## src/rtl/ldo_pkg.sv

```systemverilog
`default_nettype none
// ============================================================================
//  Module      : ldo_pkg
//  Description : Shared definitions for the digital-LDO pass-array control
//                loop: controller state encoding, decision direction
//                encoding and the count-width helper.
//  Revision    : 1.0  initial release
// ============================================================================
package ldo_pkg;

    // Controller states; the numeric values are visible on ldoctl_state.
    typedef enum logic [1:0] {
        ST_IDLE   = 2'd0,
        ST_SSTART = 2'd1,
        ST_TRACK  = 2'd2,
        ST_LOCKED = 2'd3
    } ldo_state_e;

    // Comparator decision direction: 1 means Vout is low, more legs needed.
    localparam logic DIR_UP = 1'b1;
    localparam logic DIR_DN = 1'b0;

    // Width needed to hold a leg count in the range 0..n_pass.
    function automatic int count_width(input int n_pass);
        return $clog2(n_pass + 1);
    endfunction

endpackage
`default_nettype wire

```

## src/rtl/ldo_therm_dec.sv

```systemverilog
`default_nettype none
// ============================================================================
//  Module      : ldo_therm_dec
//  Description : Registered leg-count to active-low thermometer decoder.
//                gate_o[i] = 0 (leg on) when i < count. The flop samples the
//                next-state count so the gate vector changes on the same edge
//                as the count register that feeds it.
//  Ports       : clk_i    - clock
//                rst_ni   - asynchronous active-low reset (all legs off)
//                count_i  - next-state leg count, 0..N_PASS
//                gate_o   - registered active-low gate vector
//  Revision    : 1.0  initial release
// ============================================================================
module ldo_therm_dec
    import ldo_pkg::*;
#(
    parameter int N_PASS = 32
) (
    input  logic                              clk_i,
    input  logic                              rst_ni,
    input  logic [count_width(N_PASS)-1:0]    count_i,
    output logic [N_PASS-1:0]                 gate_o
);

    localparam int CW = count_width(N_PASS);

    logic [N_PASS-1:0] gate_d;
    logic [N_PASS-1:0] gate_q;

    for (genvar i = 0; i < N_PASS; i++) begin : g_leg
        assign gate_d[i] = ~(count_i > CW'(i));
    end

    always_ff @(posedge clk_i or negedge rst_ni) begin
        if (!rst_ni) begin
            gate_q <= '1;
        end else begin
            gate_q <= gate_d;
        end
    end

    assign gate_o = gate_q;

endmodule
`default_nettype wire

```

## src/rtl/ldo_pass_ctrl.sv

```systemverilog
`default_nettype none
// ============================================================================
//  Module      : ldo_pass_ctrl
//  Description : Digital LDO control loop for an N_PASS-leg PMOS pass array.
//                Once every DIV clocks it consumes one comparator decision
//                and moves a thermometer leg count up or down, with coarse
//                steps on long same-direction runs and a limit-cycle lock
//                that freezes the count while the loop dithers.
//  Build option: LDOCTL_SOFTSTART_EN - when defined, enable enters a
//                soft-start ramp (+1 leg per tick from 0) instead of loading
//                INIT_CNT directly into tracking.
//  Ports       : ldoctl_clk    - clock (shared with the comparator)
//                ldoctl_rst    - asynchronous active-low reset
//                ldoctl_en     - loop enable
//                ldoctl_real   - decision, 1 = Vout below Vref
//                ldoctl_fake   - complementary latch output (valid if != real)
//                ldoctl_gate   - active-low thermometer gate vector
//                ldoctl_count  - legs on
//                ldoctl_state  - 0 IDLE, 1 SSTART, 2 TRACK, 3 LOCKED
//                ldoctl_lock   - high in LOCKED
//                ldoctl_sat_hi - count == N_PASS
//                ldoctl_sat_lo - count == 0
//  Revision    : 1.0  initial release
// ============================================================================
module ldo_pass_ctrl
    import ldo_pkg::*;
#(
    parameter int N_PASS      = 32,
    parameter int DIV         = 4,
    parameter int INIT_CNT    = 16,
    parameter int COARSE_STEP = 4,
    parameter int COARSE_RUN  = 3,
    parameter int LOCK_ALT    = 4,
    parameter int UNLOCK_RUN  = 2
) (
    input  logic                            ldoctl_clk,
    input  logic                            ldoctl_rst,
    input  logic                            ldoctl_en,
    input  logic                            ldoctl_real,
    input  logic                            ldoctl_fake,
    output logic [N_PASS-1:0]               ldoctl_gate,
    output logic [count_width(N_PASS)-1:0]  ldoctl_count,
    output logic [1:0]                      ldoctl_state,
    output logic                            ldoctl_lock,
    output logic                            ldoctl_sat_hi,
    output logic                            ldoctl_sat_lo
);

    localparam int CW      = count_width(N_PASS);
    localparam int DIV_W   = (DIV > 1) ? $clog2(DIV) : 1;
    localparam int RUN_MAX = (COARSE_RUN > UNLOCK_RUN) ? COARSE_RUN : UNLOCK_RUN;
    localparam int RUN_W   = $clog2(RUN_MAX + 1);
    localparam int ALT_W   = $clog2(LOCK_ALT + 1);

    ldo_state_e         state_q, state_d;
    logic [CW-1:0]      count_q, count_d;
    logic [RUN_W-1:0]   run_q, run_d, run_nx;
    logic [ALT_W-1:0]   alt_q, alt_d, alt_nx;
    logic               last_q, last_d;
    logic [DIV_W-1:0]   div_q, div_d;
    logic               lock_q, sat_hi_q, sat_lo_q;
    logic [CW-1:0]      step;

    logic w_tick, w_valid, w_dir, w_same;

    assign w_tick  = (div_q == DIV_W'(DIV - 1));
    assign w_valid = ldoctl_real ^ ldoctl_fake;
    assign w_dir   = ldoctl_real;
    assign w_same  = (w_dir == last_q);

    // Signed add/subtract one count-width wider than the count, clamped to
    // the legal leg range so saturation holds rather than wraps.
    function automatic logic [CW-1:0] step_count(input logic [CW-1:0] cnt,
                                                 input logic          dir,
                                                 input logic [CW-1:0] stp);
        logic signed [CW:0] sum;
        if (dir == DIR_UP) sum = $signed({1'b0, cnt}) + $signed({1'b0, stp});
        else               sum = $signed({1'b0, cnt}) - $signed({1'b0, stp});
        if (sum[CW])                                return '0;
        else if (sum > $signed((CW+1)'(N_PASS)))    return CW'(N_PASS);
        else                                        return sum[CW-1:0];
    endfunction

    always_comb begin
        state_d = state_q;
        count_d = count_q;
        run_d   = run_q;
        alt_d   = alt_q;
        last_d  = last_q;
        div_d   = div_q;
        run_nx  = run_q;
        alt_nx  = alt_q;
        step    = CW'(1);

        if (!ldoctl_en) begin
            // Disable wins over any coincident tick.
            state_d = ST_IDLE;
            count_d = '0;
            run_d   = '0;
            alt_d   = '0;
            last_d  = DIR_DN;
            div_d   = '0;
        end else begin
            if (state_q != ST_IDLE) begin
                div_d = w_tick ? '0 : div_q + DIV_W'(1);
            end

            unique case (state_q)
                ST_IDLE: begin
                    div_d = '0;
`ifdef LDOCTL_SOFTSTART_EN
                    state_d = ST_SSTART;
                    count_d = '0;
`else
                    state_d = ST_TRACK;
                    count_d = CW'(INIT_CNT);
`endif
                end

                ST_SSTART: begin
                    if (w_tick) begin
                        // A valid down only ends the ramp; it does not step.
                        if (w_valid && (w_dir == DIR_DN)) begin
                            state_d = ST_TRACK;
                            run_d   = '0;
                            alt_d   = '0;
                        end else begin
                            count_d = count_q + CW'(1);
                            if (count_q + CW'(1) == CW'(N_PASS)) begin
                                state_d = ST_TRACK;
                                run_d   = '0;
                                alt_d   = '0;
                            end
                        end
                    end
                end

                ST_TRACK: begin
                    if (w_tick && w_valid) begin
                        if (w_same) begin
                            run_nx = (run_q >= RUN_W'(COARSE_RUN)) ? RUN_W'(COARSE_RUN)
                                                                   : run_q + RUN_W'(1);
                            alt_nx = '0;
                        end else begin
                            run_nx = RUN_W'(1);
                            alt_nx = alt_q + ALT_W'(1);
                        end
                        step    = (run_nx >= RUN_W'(COARSE_RUN)) ? CW'(COARSE_STEP) : CW'(1);
                        count_d = step_count(count_q, w_dir, step);
                        last_d  = w_dir;
                        // The lock-entering tick still applies its step.
                        if (alt_nx == ALT_W'(LOCK_ALT)) begin
                            state_d = ST_LOCKED;
                            run_d   = '0;
                            alt_d   = '0;
                        end else begin
                            run_d   = run_nx;
                            alt_d   = alt_nx;
                        end
                    end
                end

                ST_LOCKED: begin
                    if (w_tick && w_valid) begin
                        run_nx = w_same ? run_q + RUN_W'(1) : RUN_W'(1);
                        run_d  = run_nx;
                        last_d = w_dir;
                        if (run_nx == RUN_W'(UNLOCK_RUN)) begin
                            state_d = ST_TRACK;
                            count_d = step_count(count_q, w_dir, CW'(1));
                        end
                    end
                end

                default: state_d = ST_IDLE;
            endcase
        end
    end

    always_ff @(posedge ldoctl_clk or negedge ldoctl_rst) begin
        if (!ldoctl_rst) begin
            state_q  <= ST_IDLE;
            count_q  <= '0;
            run_q    <= '0;
            alt_q    <= '0;
            last_q   <= DIR_DN;
            div_q    <= '0;
            lock_q   <= 1'b0;
            sat_hi_q <= 1'b0;
            sat_lo_q <= 1'b1;
        end else begin
            state_q  <= state_d;
            count_q  <= count_d;
            run_q    <= run_d;
            alt_q    <= alt_d;
            last_q   <= last_d;
            div_q    <= div_d;
            lock_q   <= (state_d == ST_LOCKED);
            sat_hi_q <= (count_d == CW'(N_PASS));
            sat_lo_q <= (count_d == '0);
        end
    end

    ldo_therm_dec #(
        .N_PASS (N_PASS)
    ) u_therm_dec (
        .clk_i   (ldoctl_clk),
        .rst_ni  (ldoctl_rst),
        .count_i (count_d),
        .gate_o  (ldoctl_gate)
    );

    assign ldoctl_count  = count_q;
    assign ldoctl_state  = state_q;
    assign ldoctl_lock   = lock_q;
    assign ldoctl_sat_hi = sat_hi_q;
    assign ldoctl_sat_lo = sat_lo_q;

endmodule
`default_nettype wire
```

## config.mk

```make
export PLATFORM = sky130hd
export DESIGN_NAME = ldo_pass_ctrl
export DESIGN_NICKNAME = d
export VERILOG_FILES = /design/src/rtl/ldo_pkg.sv /design/src/rtl/ldo_therm_dec.sv /design/src/rtl/ldo_pass_ctrl.sv
export SDC_FILE = /design/constraint.sdc
export NUM_CORES = 1
export LEC_CHECK = 0
export CORE_ASPECT_RATIO = 1.75
export CORE_MARGIN = 2
export CORE_UTILIZATION = 49
export DETAILED_ROUTE_END_ITERATION = 10
export PLACE_DENSITY = 0.77
export SLEW_MARGIN = 0
export SYNTH_ARGS = -nofsm -noshare
export SYNTH_HDL_FRONTEND = slang
export SYNTH_SLANG_ARGS = --single-unit
```

## constraint.sdc

```tcl
create_clock -name ldoctl_clk -period 3.19 [get_ports ldoctl_clk]
set_input_delay 0.319 -clock ldoctl_clk [delete_from_list [all_inputs] [get_ports ldoctl_clk]]
set_output_delay 0.319 -clock ldoctl_clk [all_outputs]
set_load 0.02 [all_outputs]
```

==> run summary, run 1 <==
DRC: 0
Adder-Cell Fraction of Synth Area: 7.44%
Final Hold Viols: 0
Hold WC Path Type: in -> async
Vias in the first global route: 2934
CP Capture Type: flip-flop
# fillers: 404
R2R Path Start: run_q[0]
WP data required: 3440 ps
Clk buf depth: 2
Register area share after synthesis: 42.2%
Hold WS: 176 ps
Outcome: finished with violations
Final setup TNS: -1200 ps
Synth warnings: 0
Initial antenna violation count: 0
Htree depth: 2
Die Footprint: 0.00692 mm2
#FFs+latches synth: 50
Area after DPL: 0.00396 mm2
Worst Tran Pin Value: 1030 ps
Main flop type after synthesis: dfstp_2
Most frequent cells in the layout: buf_4, clkdlybuf4s50_1, dfstp_2, a21oi_1, nor2_1
Sink Count: 50
Worst endpoint data arrival time: 3560 ps
Peak supply drop: 175 uV
Share of cells above drive strength 1: 39.9%
Final core occ: 72.8%
Initial DRC Count: 185
Final Slew Violations: 0
Clock root buffer: clkbuf_8
N_diodes: 0
Syn Inst Count: 308
Syn avg cell area: 9.94 um2
Global placement routability congestion: 0.972
Syn nets: 330
Synth Area in Simple Gates: 20.3%
Worst-path clk slew: 100 ps
Largest net degree at the start of global routing: 51
NumNets Final: 437
Netlist cell types: 74
Initial core utilization: 49.9%
# rows: 38
Pwr/cell area: 338 mW/mm2
Mux share of post-synthesis cell area: 0.981%
Fmax: 301 MHz
First-pass GRT wire length: 13300 um
Tmin final: 3320 ps
Largest family of logic cells by synthesized area: compound AO/OA/AOI/OAI gates
Ports: 48
Final worst-path cycle share: 104%
Drt via density: 5.91
EDFF count, synth: 0
Post-synthesis xor/xnor area fraction: 1.96%
CTS buffer count: 5
Total number of vias: 2929
Area share of the largest cell type after synthesis: 27.5%
Violated checks: setup timing
R2R cell count: 13
GR Util All Layers: 25.0%
Post-synthesis compound-gate area fraction: 22.7%
Final setup viols: 20
Core ar.: 0.00613 mm2
Kind of critical path: reg -> reg
Grt total ovfl: 0
Max-Cap Viols: 0
Drt pass-1 iters: 4
Clock Skew: 10.9 ps
Die height: 109 um
Drt total wl: 9020 um
CP max FO: 5
Relative slew slack: 31.5%
CTS tree: done
RSZ-0062 raised after global routing: true
Antenna-violating nets left: 0
Port Buffer Count: 47
Hpwl dp: 6320 um
Worst-Skew Late Latency: 320 ps
Top post-synthesis cells by area: dfstp_2, dfrtp_1, ha_1
Yosys top cell by area: dfstp_2
R2R setup slack: -130 ps
Asr flop ratio synth: 100%
Commonest non-fill, non-tap cell in the layout: buf_4
Drt wl/cell: 18.2 um
R2R Path End: u_therm_dec.gate_o[26]
P&R area growth vs syn: 45.8%
Final Instance Area: 0.00446 mm2
Design Power: 1.51 mW
Width of the die: 63.8 um
Worst Slack Setup Final: -128 ps
Cell area after synthesis: 0.00306 mm2
CP Launch Type: flip-flop
P_leak: 1.88 nW
-- final cells by class --
class | instances | area [um2] | share of cell area [%]
clock inverter | 3 | 47.5 | 1.07
timing repair buffer | 109 | 970 | 21.7
tap | 80 | 100 | 2.24
clock buffer | 5 | 68.8 | 1.54
multi-input combinational | 229 | 1900 | 42.5
inverter | 20 | 87.6 | 1.96
sequential | 50 | 1290 | 29.0
-- kinds of logic after synthesis --
logic type | Yosys count
AND/OR/NAND/NOR | 107
AO/OA/AOI/OAI | 95
flip-flops | 50
buffers and inverters | 30
adder cells (fa/ha/maj) | 17
XOR/XNOR | 6
multiplexers | 3
-- critical path, stage by stage (launching register included) --
cell,delay [ps]
dfrtp_2,460
ha_4,200
or3_4,400
and2_4,160
ha_4,210
a211o_1,320
and3_4,200
nor3_4,210
nand4_1,260
a31oi_4,270
buf_6,150
nor4_4,40
buf_4,210
a31oi_4,170
-- flip-flops by register name (all words and copies together) (netlist names) --
| signal | count |
|---|---|
| ldoctl_sat_lo | 1 |
| ldoctl_count | 6 |
| last_q | 1 |
| alt_q | 3 |
| u_therm_dec.gate_o | 31 |
| run_q | 2 |
| div_q | 2 |
| ldoctl_lock | 1 |
| ldoctl_sat_hi | 1 |
| ldoctl_state | 2 |
-- cells in the mapped netlist (4+ instances only) --
master    count
a21boi_0      4
a21oi_1      27
a31oi_1       4
and2_1        4
and3_1        7
dfrtp_1      18
dfstp_2      32
ha_1         15
inv_1        18
nand2_1      17
nand2b_1     14
nand3_1       9
nor2_1       23
nor2b_1       4
nor3_1        5
o21ai_0      14
o21ai_1       4
xnor2_1       4
-- power by group --
group	internal (mW)	switching [mW]
registers	0.685	0.0161
logic	0.148	0.197
clock network	0.239	0.225
total	1.07	0.437
-- per-layer routing --
metal	track usage [%]	vias to the layer above	part of all wire, %
met1	23.4	1404	33
met5	0	-	0
li1	-	1339	-
met4	22.0	0	8.9
met2	46.8	135	54
met3	2.71	51	3.5
-- timing repair --
item,in CTS,in global routing
gates cloned,0,1
setup buffers,3,8
gates resized for setup,30,33
hold buffers,0,0
endpoints found under the hold margin,0,0
pin swaps,12,19
endpoints found under the setup margin,35,31
-- per-stage QoR --
step | setup slack, ps | std cells
final | -128 | 496
after global routing | -199 | 496
after CTS | 1.89 | 487
after detailed placement | -523 | 476
after global placement | -429 | 476
after floorplan | 19.2 | 308
-- worst max-delay path by stage --
stage                           start                      to  slack, ps  cells past startpoint
after floorplan              run_q[0]   u_therm_dec.gate_o[8]         20                     13
after global placement    ldoctl_real  u_therm_dec.gate_o[29]       -430                     13
after detailed placement  ldoctl_real  u_therm_dec.gate_o[30]       -520                     13
after CTS                    run_q[0]  u_therm_dec.gate_o[26]          2                     14
after global routing         run_q[0]  u_therm_dec.gate_o[26]       -200                     13
final                        run_q[0]  u_therm_dec.gate_o[26]       -130                     13
(Power assumes the default switching activity.)
==> inputs of run 2 (changes only) <==
--- a/config.mk
+++ b/config.mk
@@ -9,6 +9,7 @@
 export CORE_MARGIN = 2
 export CORE_UTILIZATION = 49
 export DETAILED_ROUTE_END_ITERATION = 10
+export HOLD_SLACK_MARGIN = 0.15
 export PLACE_DENSITY = 0.77
 export SLEW_MARGIN = 0
 export SYNTH_ARGS = -nofsm -noshare
==> results of run 2 <==
The final DEF is identical to that of run 1; final timing and power are the same.
